===== src/rtl/carry_cfg_pkg.sv =====
//------------------------------------------------------------------------------
// Module   : carry_cfg_pkg
// Purpose  : Shared constants and FSM encoding for the carry-chain config loader.
// Revision : 1.0 - initial release
//------------------------------------------------------------------------------
`default_nettype none

package carry_cfg_pkg;

  localparam int CFG_BITS_PER_SLICE = 5;
  localparam int CY0_LSB            = 0;
  localparam int CY0_W              = 3;
  localparam int CYO_BIT            = 3;
  localparam int BYP_BIT            = 4;

  typedef enum logic [1:0] {
    ST_IDLE   = 2'd0,
    ST_SHIFT  = 2'd1,
    ST_CHECK  = 2'd2,
    ST_COMMIT = 2'd3
  } cfg_state_e;

  // Number of data bits in a frame, excluding the trailing parity bit.
  function automatic int frame_data_bits(input int n_slices);
    return n_slices * CFG_BITS_PER_SLICE;
  endfunction

endpackage

`default_nettype wire


===== src/rtl/carry_cfg_shadow.sv =====
//------------------------------------------------------------------------------
// Module   : carry_cfg_shadow
// Purpose  : Clearable shadow register written one bit at a time by index.
// Revision : 1.0 - initial release
//------------------------------------------------------------------------------
`default_nettype none

module carry_cfg_shadow #(
  parameter int TOTAL_BITS = 20,
  parameter int IDX_W      = $clog2(TOTAL_BITS + 1)
) (
  input  logic                  clk,
  input  logic                  rst,
  input  logic                  i_clr,
  input  logic                  i_wr_en,
  input  logic [IDX_W-1:0]      i_wr_idx,
  input  logic                  i_wr_bit,
  output logic [TOTAL_BITS-1:0] o_shadow
);

  logic [TOTAL_BITS-1:0] r_shadow;
  logic [TOTAL_BITS-1:0] w_hit;

  // One-hot decode of the write index; indices past TOTAL_BITS-1 hit nothing.
  for (genvar i = 0; i < TOTAL_BITS; i++) begin : g_dec
    assign w_hit[i] = i_wr_en && (i_wr_idx == IDX_W'(i));
  end

  always_ff @(posedge clk) begin
    if (rst || i_clr) begin
      r_shadow <= '0;
    end else begin
      r_shadow <= (r_shadow & ~w_hit) | ({TOTAL_BITS{i_wr_bit}} & w_hit);
    end
  end

  assign o_shadow = r_shadow;

endmodule

`default_nettype wire


===== src/rtl/carry_cfg_loader.sv =====
//------------------------------------------------------------------------------
// Module   : carry_cfg_loader
// Purpose  : Serial, parity-checked loader for per-slice carry-chain selects.
// Revision : 1.0 - initial release
//------------------------------------------------------------------------------
`default_nettype none

module carry_cfg_loader
  import carry_cfg_pkg::*;
#(
  parameter int N_SLICES = 4
) (
  input  logic                  clk,
  input  logic                  reset,
  input  logic                  cfg_start,
  input  logic                  cfg_valid,
  input  logic                  cfg_data,
  output logic                  cfg_ready,
  output logic [3*N_SLICES-1:0] cy0_sel_bus,
  output logic [N_SLICES-1:0]   cyo_sel_bus,
  output logic [N_SLICES-1:0]   bypass_bus,
  output logic                  busy,
  output logic                  cfg_done,
  output logic                  cfg_err
);

  localparam int c_frame_bits = frame_data_bits(N_SLICES);
  localparam int c_cnt_w      = $clog2(c_frame_bits + 1);
  localparam logic [c_cnt_w-1:0] c_last_idx = c_cnt_w'(c_frame_bits - 1);

  cfg_state_e r_state;
  cfg_state_e w_state_next;

  logic [c_cnt_w-1:0]      r_cnt;
  logic                    r_parity;
  logic                    r_ready;
  logic                    r_busy;
  logic                    r_done;
  logic                    r_err;
  logic [3*N_SLICES-1:0]   r_cy0;
  logic [N_SLICES-1:0]     r_cyo;
  logic [N_SLICES-1:0]     r_byp;

  logic                    w_beat;
  logic                    w_clear;
  logic                    w_shift_wr;
  logic                    w_err_set;
  logic [c_frame_bits-1:0] w_shadow;
  logic [3*N_SLICES-1:0]   w_cy0;
  logic [N_SLICES-1:0]     w_cyo;
  logic [N_SLICES-1:0]     w_byp;

  // r_ready mirrors "state is SHIFT or CHECK", so it doubles as the beat qualifier.
  assign w_beat = cfg_valid && r_ready;

  always_ff @(posedge clk) begin
    if (reset) begin
      r_state <= ST_IDLE;
    end else begin
      r_state <= w_state_next;
    end
  end

  always_comb begin
    w_state_next = r_state;
    w_clear      = 1'b0;
    w_shift_wr   = 1'b0;
    w_err_set    = 1'b0;
    case (r_state)
      ST_IDLE: begin
        if (cfg_start) begin
          w_clear      = 1'b1;
          w_state_next = ST_SHIFT;
        end
      end
      ST_SHIFT: begin
        if (cfg_start) begin
          w_clear      = 1'b1;
          w_state_next = ST_SHIFT;
        end else if (w_beat) begin
          w_shift_wr = 1'b1;
          if (r_cnt == c_last_idx) begin
            w_state_next = ST_CHECK;
          end
        end
      end
      ST_CHECK: begin
        if (cfg_start) begin
          w_clear      = 1'b1;
          w_state_next = ST_SHIFT;
        end else if (w_beat) begin
          if (r_parity ^ cfg_data) begin
            w_err_set    = 1'b1;
            w_state_next = ST_IDLE;
          end else begin
            w_state_next = ST_COMMIT;
          end
        end
      end
      ST_COMMIT: begin
        w_state_next = ST_IDLE;
      end
      default: begin
        w_state_next = ST_IDLE;
      end
    endcase
  end

  carry_cfg_shadow #(
    .TOTAL_BITS (c_frame_bits),
    .IDX_W      (c_cnt_w)
  ) u_shadow (
    .clk      (clk),
    .rst      (reset),
    .i_clr    (w_clear),
    .i_wr_en  (w_shift_wr),
    .i_wr_idx (r_cnt),
    .i_wr_bit (cfg_data),
    .o_shadow (w_shadow)
  );

  for (genvar s = 0; s < N_SLICES; s++) begin : g_slice
    localparam int c_base = s * CFG_BITS_PER_SLICE;
    assign w_cy0[CY0_W*s +: CY0_W] = w_shadow[c_base + CY0_LSB +: CY0_W];
    assign w_cyo[s]                = w_shadow[c_base + CYO_BIT];
    assign w_byp[s]                = w_shadow[c_base + BYP_BIT];
  end

  // Status flags are registered from the next state so every output is a flop.
  always_ff @(posedge clk) begin
    if (reset) begin
      r_cnt    <= '0;
      r_parity <= 1'b0;
      r_ready  <= 1'b0;
      r_busy   <= 1'b0;
      r_done   <= 1'b0;
      r_err    <= 1'b0;
      r_cy0    <= '0;
      r_cyo    <= '0;
      r_byp    <= '0;
    end else begin
      r_ready <= (w_state_next == ST_SHIFT) || (w_state_next == ST_CHECK);
      r_busy  <= (w_state_next != ST_IDLE);
      r_done  <= (w_state_next == ST_COMMIT);

      if (w_clear) begin
        r_cnt    <= '0;
        r_parity <= 1'b0;
        r_err    <= 1'b0;
      end else if (w_shift_wr) begin
        r_cnt    <= r_cnt + c_cnt_w'(1);
        r_parity <= r_parity ^ cfg_data;
      end

      if (w_err_set) begin
        r_err <= 1'b1;
      end

      if (w_state_next == ST_COMMIT) begin
        r_cy0 <= w_cy0;
        r_cyo <= w_cyo;
        r_byp <= w_byp;
      end
    end
  end

  assign cfg_ready   = r_ready;
  assign busy        = r_busy;
  assign cfg_done    = r_done;
  assign cfg_err     = r_err;
  assign cy0_sel_bus = r_cy0;
  assign cyo_sel_bus = r_cyo;
  assign bypass_bus  = r_byp;

endmodule

`default_nettype wire


===== config.mk =====
export PLATFORM = sky130hd
export DESIGN_NAME = carry_cfg_loader
export DESIGN_NICKNAME = d
export VERILOG_FILES = /design/src/rtl/carry_cfg_pkg.sv /design/src/rtl/carry_cfg_shadow.sv /design/src/rtl/carry_cfg_loader.sv
export SDC_FILE = /design/constraint.sdc
export NUM_CORES = 1
export LEC_CHECK = 0
export ABC_AREA = 1
export CAP_MARGIN = 10
export CORE_UTILIZATION = 24
export CTS_CLUSTER_DIAMETER = 150
export DETAILED_ROUTE_END_ITERATION = 10
export GPL_TIMING_DRIVEN = 0
export REMOVE_ABC_BUFFERS = 1
export SLEW_MARGIN = 15
export SYNTH_ARGS = -nofsm -noshare
export SYNTH_HDL_FRONTEND = slang
export SYNTH_HIERARCHICAL = 1
export SYNTH_SLANG_ARGS = --single-unit

===== constraint.sdc =====
create_clock -name clk -period 4.1 [get_ports clk]
set_input_delay 0.615 -clock clk [delete_from_list [all_inputs] [get_ports clk]]
set_output_delay 0.615 -clock clk [all_outputs]
set_load 0.01 [all_outputs]

Word level (Yosys, flattened, before mapping):

Cells that the tools add are included.

* bits in registers: 52
* bits of input ports: 5
* output and inout bits: 24
* logic and storage cells: 90

* add/sub/neg operators: 1
* equal/unequal tests: 25
* muxes and demuxes: 19
* bitwise operators: 5
* reductions and logical operators: 29

Operator list (number)
* $and 20x20->20: 2
* $eq 5x4->1 const B: 8
* $logic_and 1x1->1: 21
* $eq 5x3->1 const B: 4
* $eq 5x5->1 const B: 4
* $not 20->20: 1
* $or 20x20->20: 1
* $mux 2: 7
* $mux 1: 11
* $eq 5x2->1 const B: 2
* $eq 2x2->1 const B: 4
* $pmux 2 s4: 1
* $add 5x1->5 const B: 1
* $eq 5x1->1 const B: 1
* $logic_not 5->1: 1
* $eq 2x1->1 const B: 2
* $reduce_bool 2->1: 2
* $reduce_or 3->1: 1
* $logic_not 2->1: 1
* $logic_or 1x1->1: 2
* $reduce_or 2->1: 1
* $xor 1x1->1: 1

Depth between registers and ports, before layout:

* word-level depth: 8
* mapped depth: 13
* gate-level depth less buffers: 12

Cells and area by module:

The synthesis kept the hierarchy.

Modules (own cells, without submodules)
* carry_cfg_loader: instances 1, cells each 178, area an instance 1363.8 um^2, sequential area each 640.6 um^2
* carry_cfg_shadow: instances 1, cells each 180, area an instance 1073.5 um^2, sequential area each 400.4 um^2

Least setup slack after synthesis:

OpenSTA, ideal clock, no wires.

* path type: register to register
* start: reg r_cnt[0]
* end: reg r_byp[0] (netlist: bypass_bus[0])
* setup time: 0.070 ns
* data arrival time: 1.780 ns
* required time: 4.030 ns
* setup slack: 2.249 ns
* cell stages (with the launch flop): 14
* buffers on the path: 1
* period minus slack after synthesis: 1.851 ns
* path through: dfxtp_1 ha_1 nand2_1 inv_1 nand2_1 nor2_1 nor2_1 nor2_2 inv_1 ha_1 inv_1 buf_2 nand2_1 a21oi_1

* longest elaborated chain between the ends: 6

Ends and longest elaborated chain
* start: declaration: line carry_cfg_loader.sv:34 `logic [c_cnt_w-1:0] r_cnt;`
* start signal: assignment: line carry_cfg_loader.sv:151 `r_cnt <= r_cnt + c_cnt_w'(1);`
* $eq 5x5->1: line carry_cfg_loader.sv:82 `if (r_cnt == c_last_idx) begin`
* $mux 2: line carry_cfg_loader.sv:82
* $mux 2: line carry_cfg_loader.sv:80 `end else if (w_beat) begin`
* $mux 2: line carry_cfg_loader.sv:77 `if (cfg_start) begin`
* $pmux 2 s4: line carry_cfg_loader.sv:69 `case (r_state)`
* $eq 2x2->1: line carry_cfg_loader.sv:159 `if (w_state_next == ST_COMMIT) begin`
* end signal: assignment: line carry_cfg_loader.sv:162 `r_byp <= w_byp;`
* end: declaration: line carry_cfg_loader.sv:42 `logic [N_SLICES-1:0] r_byp;`

Every way passes these cells.
A chain may end at the register's enable or synchronous reset.

Worst setup path after layout:

* start: in cfg_data
* end: reg r_cy0[1] (netlist: cy0_sel_bus[1])

* longest elaborated chain between the ends: 6

Ends and longest elaborated chain
* start: declaration: line carry_cfg_loader.sv:17 `input logic cfg_data,`
* $xor 1x1->1: line carry_cfg_loader.sv:92 `if (r_parity ^ cfg_data) begin`
* $mux 2: line carry_cfg_loader.sv:92
* $mux 2: line carry_cfg_loader.sv:91 `end else if (w_beat) begin`
* $mux 2: line carry_cfg_loader.sv:88 `if (cfg_start) begin`
* $pmux 2 s4: line carry_cfg_loader.sv:69
* $eq 2x2->1: line carry_cfg_loader.sv:159
* end signal: assignment: line carry_cfg_loader.sv:160 `r_cy0 <= w_cy0;`
* end: declaration: line carry_cfg_loader.sv:40 `logic [3*N_SLICES-1:0] r_cy0;`

Every way passes these cells.

==> out/results.ini <==
[drt]
drt-initial-drc-count=97
dr.pass1.iters=4
vias=2093
routed_wl_microns=4790
ant_nets=0
drc_errors=0
avgViaCountPerCell=4.07
avgRoutedWirePerCell_microns=9.32

[logic_synthesis]
ys_types=25
avgSynthCellArea_sq_um=6.81
ys_async_sr_fraction=0
synth-edff-count=0
ys.flop_type=dfxtp_1
synth_seq_area_share=0.427
yosysMostFrequentCell=nand2_1
yosys.area.top_type=dfxtp_1
yosys_warnings=6
ys_ff_latch=52
synth_cells=358
netlist_area_sq_um=2440
synth_top_cell_area_share=0.427
netlist_top_cells_area=dfxtp_1 43%, nand2_1 17%, inv_1 7.7%
synthTopCellsByCount=110 x nand2_1, 52 x dfxtp_1, 50 x inv_1, 43 x nor2_1, 34 x nand3_1

[place]
gp_congestion=0.796
hpwlAfterDp_microns=3440
io_buffers=28

[min_path]
hp-class=register to register
hp-start=cy0_sel_bus[7]$_SDFFE_PP0N_
hold-path-cell-count=2
whs_endpoint=cy0_sel_bus[7]$_SDFFE_PP0N_

[power_and_ir_drop]
intPower_mw=0.658
p_per_area_nw_per_um2=294
sw_frac_of_total=0.228
pwr-share-clk=0.355
power_leakage_nw=1.09
pwr-share-comb=0.048
seqPwrFrac=0.597
netSwitchingPower_mw=0.194
ir_drop_v=0.000133

[critical_path]
slowest_stage=clkdlybuf4s50_1
required_ns=4.25
worst-path-buf-inv=3
timing.rr.end=cy0_sel_bus[1]$_SDFFE_PP0N_
path_common_cell=nand2_1
path_max_fanout=21
worst_path_dominant_cell_family=buffers and inverters
start_kind=input port
max_stage_delay_ns=0.64
cp-end-kind=register
cp.arrival_ns=3.12
ff2ff_setup_slack_ns=1.38
r2r_cells=12
crit_type=input port to register
worstPathCellList=clkdlybuf4s50_1, nand2_1, nand3_1, nand2_1, nand2_1, nor2_2, inv_1, ha_1, inv_1, nand2_1, a21oi_1
timing.rr.start=r_cnt[0]$_SDFFE_PP0P_

[sta]
min_period_over_period=0.725
final.setup.tns_ns=0
hold_slack_ns=0.464
setup_viol_count_final=0
worst_pin_slew_ns=1.03
fmax_mhz=337
period_minus_slack_ns=2.97
clock_skew_ns=0.00763
hold_viol=0
slew_viol_final=0
slew_headroom=0.313
rsz0062_at_grt=no

[die]
dieArea_sq_um=10600
core-area_sq_um=9820
num_rows=36
die_w_microns=103
pin_count=29
start_util=0.248
die_height_microns=103

[clock_network]
cts_max_level=2
post-cts-setup-buffers=0
cts_tree=done
clock_latency_ns=0.30
cts.sinks=52
cts_made_buffers=5
cts_buffer_depth=2
root_buffer=clkbuf_8
postCtsHoldBufs=0
cts_resized=0
clkTransAtPathRegs_ns=0.09

[run]
max_cap_viol_count=0

[finish]
antenna_cells=0
drive_gt1_frac=0.0630
syn_to_final_growth_pct=18.9
layout.nets=389
fillers=1087

[global_routing]
gr-total-overflow=0
grt_pass1_wl_microns=8550
grt_pass1_vias=1973
antenna_found_initial=0
gr-usage-all-layers=0.102
grt_max_degree=29

[run_status]
outcome=completed

## power groups by stage
stage               clock (mW)  sequential, mW  combinational (mW)
floorplan                    0           0.521              0.0231
global placement             0           0.521              0.0410
detailed placement           0           0.521              0.0416
CTS                      0.316           0.509              0.0417
global route             0.335           0.509              0.0473
finish                   0.302           0.509              0.0412
## worst max path at each step
stage	from	to	depth (start not counted)
after floorplan	cfg_valid	bypass_bus[0]$_SDFFE_PP0N_	10
after global placement	cfg_data	bypass_bus[1]$_SDFFE_PP0N_	11
after detailed placement	cfg_data	cy0_sel_bus[3]$_SDFFE_PP0N_	11
after CTS	cfg_data	cy0_sel_bus[3]$_SDFFE_PP0N_	11
after global routing	cfg_data	bypass_bus[2]$_SDFFE_PP0N_	11
final	cfg_data	cy0_sel_bus[1]$_SDFFE_PP0N_	11
## worst reg2reg max path, cell delays in order, from the launching register on
cell,delay (ns)
dfxtp_1,0.50
ha_1,0.28
nand2_1,0.07
inv_1,0.11
nand2_1,0.06
nor2_1,0.08
nor2_1,0.05
nor2_2,0.15
inv_1,0.08
ha_1,0.43
inv_1,0.56
nand2_1,0.12
a21oi_1,0.15
## metal layers
metal | track usage | vias up | part of all wire
met4 | 0.0390 | 0 | 0.012
met3 | 0.0305 | 6 | 0.039
met5 | 0 | - | 0
met2 | 0.173 | 28 | 0.47
li1 | - | 1138 | -
met1 | 0.120 | 921 | 0.48
## final cells by class
class	count	area, sq um	area share
sequential	52	1040	0.359
inverter	54	203	0.0699
tap	133	166	0.0574
timing repair buffer	28	280	0.0967
multi-input combinational	239	1110	0.384
clock buffer	7	86.3	0.0298
clock inverter	1	7.51	0.00259
## placed cells by master, fill, tap and decap left out, drive strengths merged, types with 2 or more instances in the layout
master	Yosys	routed
a21oi	30	30
clkbuf	3	7
clkdlybuf4s50	0	28
dfxtp	52	52
ha	4	4
inv	54	54
nand2	112	112
nand3	36	36
nand4	2	2
nor2	50	50
xor2	2	2
## kinds of logic after synthesis
logic type                 Yosys count  synth area share
buffers and inverters               67             0.117
adders and majority gates            4            0.0205
DFF                                 52             0.427
xor gates and xnor gates             2           0.00719
AOI/OAI and AO/OA                   32            0.0693
and+or+nand+nor                    201             0.359
## through the flow
| step | instance area (sq um) | setup WS [ns] | instances | util | power, mW |
|---|---|---|---|---|---|
| finish | 2900 | 1.13 | 514 | 0.295 | 0.852 |
| global route | 2900 | 0.744 | 514 | 0.295 | 0.892 |
| CTS | 2900 | 1.07 | 514 | 0.295 | 0.867 |
| detailed placement | 2800 | 0.734 | 506 | 0.286 | 0.562 |
| global placement | 2800 | 0.788 | 506 | 0.285 | 0.562 |
| floorplan | 2350 | 1.86 | 345 | - | 0.544 |
Power figures use the tool's default switching activity.
==> RTL change (config.mk and constraints unchanged) <==
`N_SLICES`: 4 -> 2.
--- a/src/rtl/carry_cfg_loader.sv
+++ b/src/rtl/carry_cfg_loader.sv
@@ -10,3 +10,3 @@
 #(
-  parameter int N_SLICES = 4
+  parameter int N_SLICES = 2
 ) (
Ports: changed (resized bypass_bus, cy0_sel_bus and cyo_sel_bus); port bits go from 29 to 19. No check against the original RTL was run, so the function may have changed too.
==> RTL change against the original RTL <==
  * Hold slack better by 0.012 ns
  * Critical path depth unchanged
  * Setup slack better by 0.50 ns
  * Sequential cell count down 21
  * Total power down 36%
  * Synthesized area fell by 42%
  * Design area down 40%
  * Routed wire length fell by 47%
  * Via count is 43% lower
  * Fmax increased by 20%
  * Clock skew decreased by 0.0023 ns
==> RTL change: results (changes against the original RTL) <==
Outcome - completed (unchanged)
Clock buf/inv share - 4.17% (was 3.24%)
Slowest Stage Delay on Critical Path - 0.47 ns (was 0.64 ns)
Worst R2R Path Depth - 11 (was 12)
Clk_skew - 0.00536 ns (was 0.00763 ns)
GPL Wtd Cong - 0.842 (was 0.796)
Post-synth top cells - 59 x nor2_1, 42 x nand2_1, 31 x dfxtp_1 (was 110 x nand2_1, 52 x dfxtp_1, 50 x inv_1)
Worst-Margin Slew - 0.419 ns (was 1.03 ns)
Fraction of area in registers - 35.6% (was 35.9%)
Netlist cell types - 20 (was 25)
Hpwl dp - 1870 um (was 3440 um)
Largest cells by area after synthesis - dfxtp_1 44%, nor2_1 16%, nand2_1 11% (was dfxtp_1 43%, nand2_1 17%, inv_1 7.7%)
First-pass GRT wire length - 4510 um (was 8550 um)
Worst-path fanout max - 11 (was 21)
Non-clk bufs - 18 (was 28)
Area grow syn2layout - 23.7% (was 18.9%)
Hold Path Origin - r_parity (was cy0_sel_bus[7])
Global routing usage on met3 - 3.60% (was 3.05%)
DR top layer - met3 (was met4)
Final net count - 238 (was 389)
Non-clock buffers, area share - 10.3% (was 9.67%)
Compound-cell area share of the yosys netlist - 6.76% (was 6.93%)
Worst R2R Start - r_cnt[1] (was r_cnt[0])
Number of fill cells - 613 (was 1087)
Post-synthesis adder-cell area fraction - 4.44% (was 2.05%)
Metal-1 WL - 1330 um (was 2310 um)
Sw power - 0.113 mW (was 0.194 mW)
Syn Inst Count - 205 (was 358)
Routed Wire Length - 2540 um (was 4790 um)
DR vias/cell - 4.01 (was 4.07)
WHS - 0.476 ns (was 0.464 ns)
Sink Count - 31 (was 52)
Vias in the first global route - 1077 (was 1973)
Largest net degree at the start of global routing - 12 (was 29)
XOR/XNOR Fraction of Synth Area - 1.24% (was 0.719%)
## RTL change: cell types whose count changed in the layout (fill, tap and decap cells not counted), sizes merged, moves of 10 or more
| cell | unedited run | this run |
|---|---|---|
| nand2 | 112 | 46 |
| inv | 54 | 25 |
| nand3 | 36 | 8 |
| a21oi | 30 | 6 |
| dfxtp | 52 | 31 |
| nor2 | 50 | 63 |
| o21ai | 0 | 13 |
| clkdlybuf4s50 | 28 | 18 |
## RTL change: path summary, 6_finish.rpt
kind	endpoint
setup / recovery	cy0_sel_bus[0]
setup reg to reg	cy0_sel_bus[0]
hold reg to reg	r_parity
hold / removal	r_parity
## RTL change: power groups by stage
stage / Combinational, mW / Sequential, mW / Clock (mW)
6_report: 0.0298 / 0.306 / 0.206
5_1_grt: 0.0337 / 0.305 / 0.232
4_1_cts: 0.0301 / 0.305 / 0.217
3_5_place_dp: 0.0299 / 0.312 / 0
3_3_place_gp: 0.0303 / 0.312 / 0
2_1_floorplan: 0.0169 / 0.313 / 0
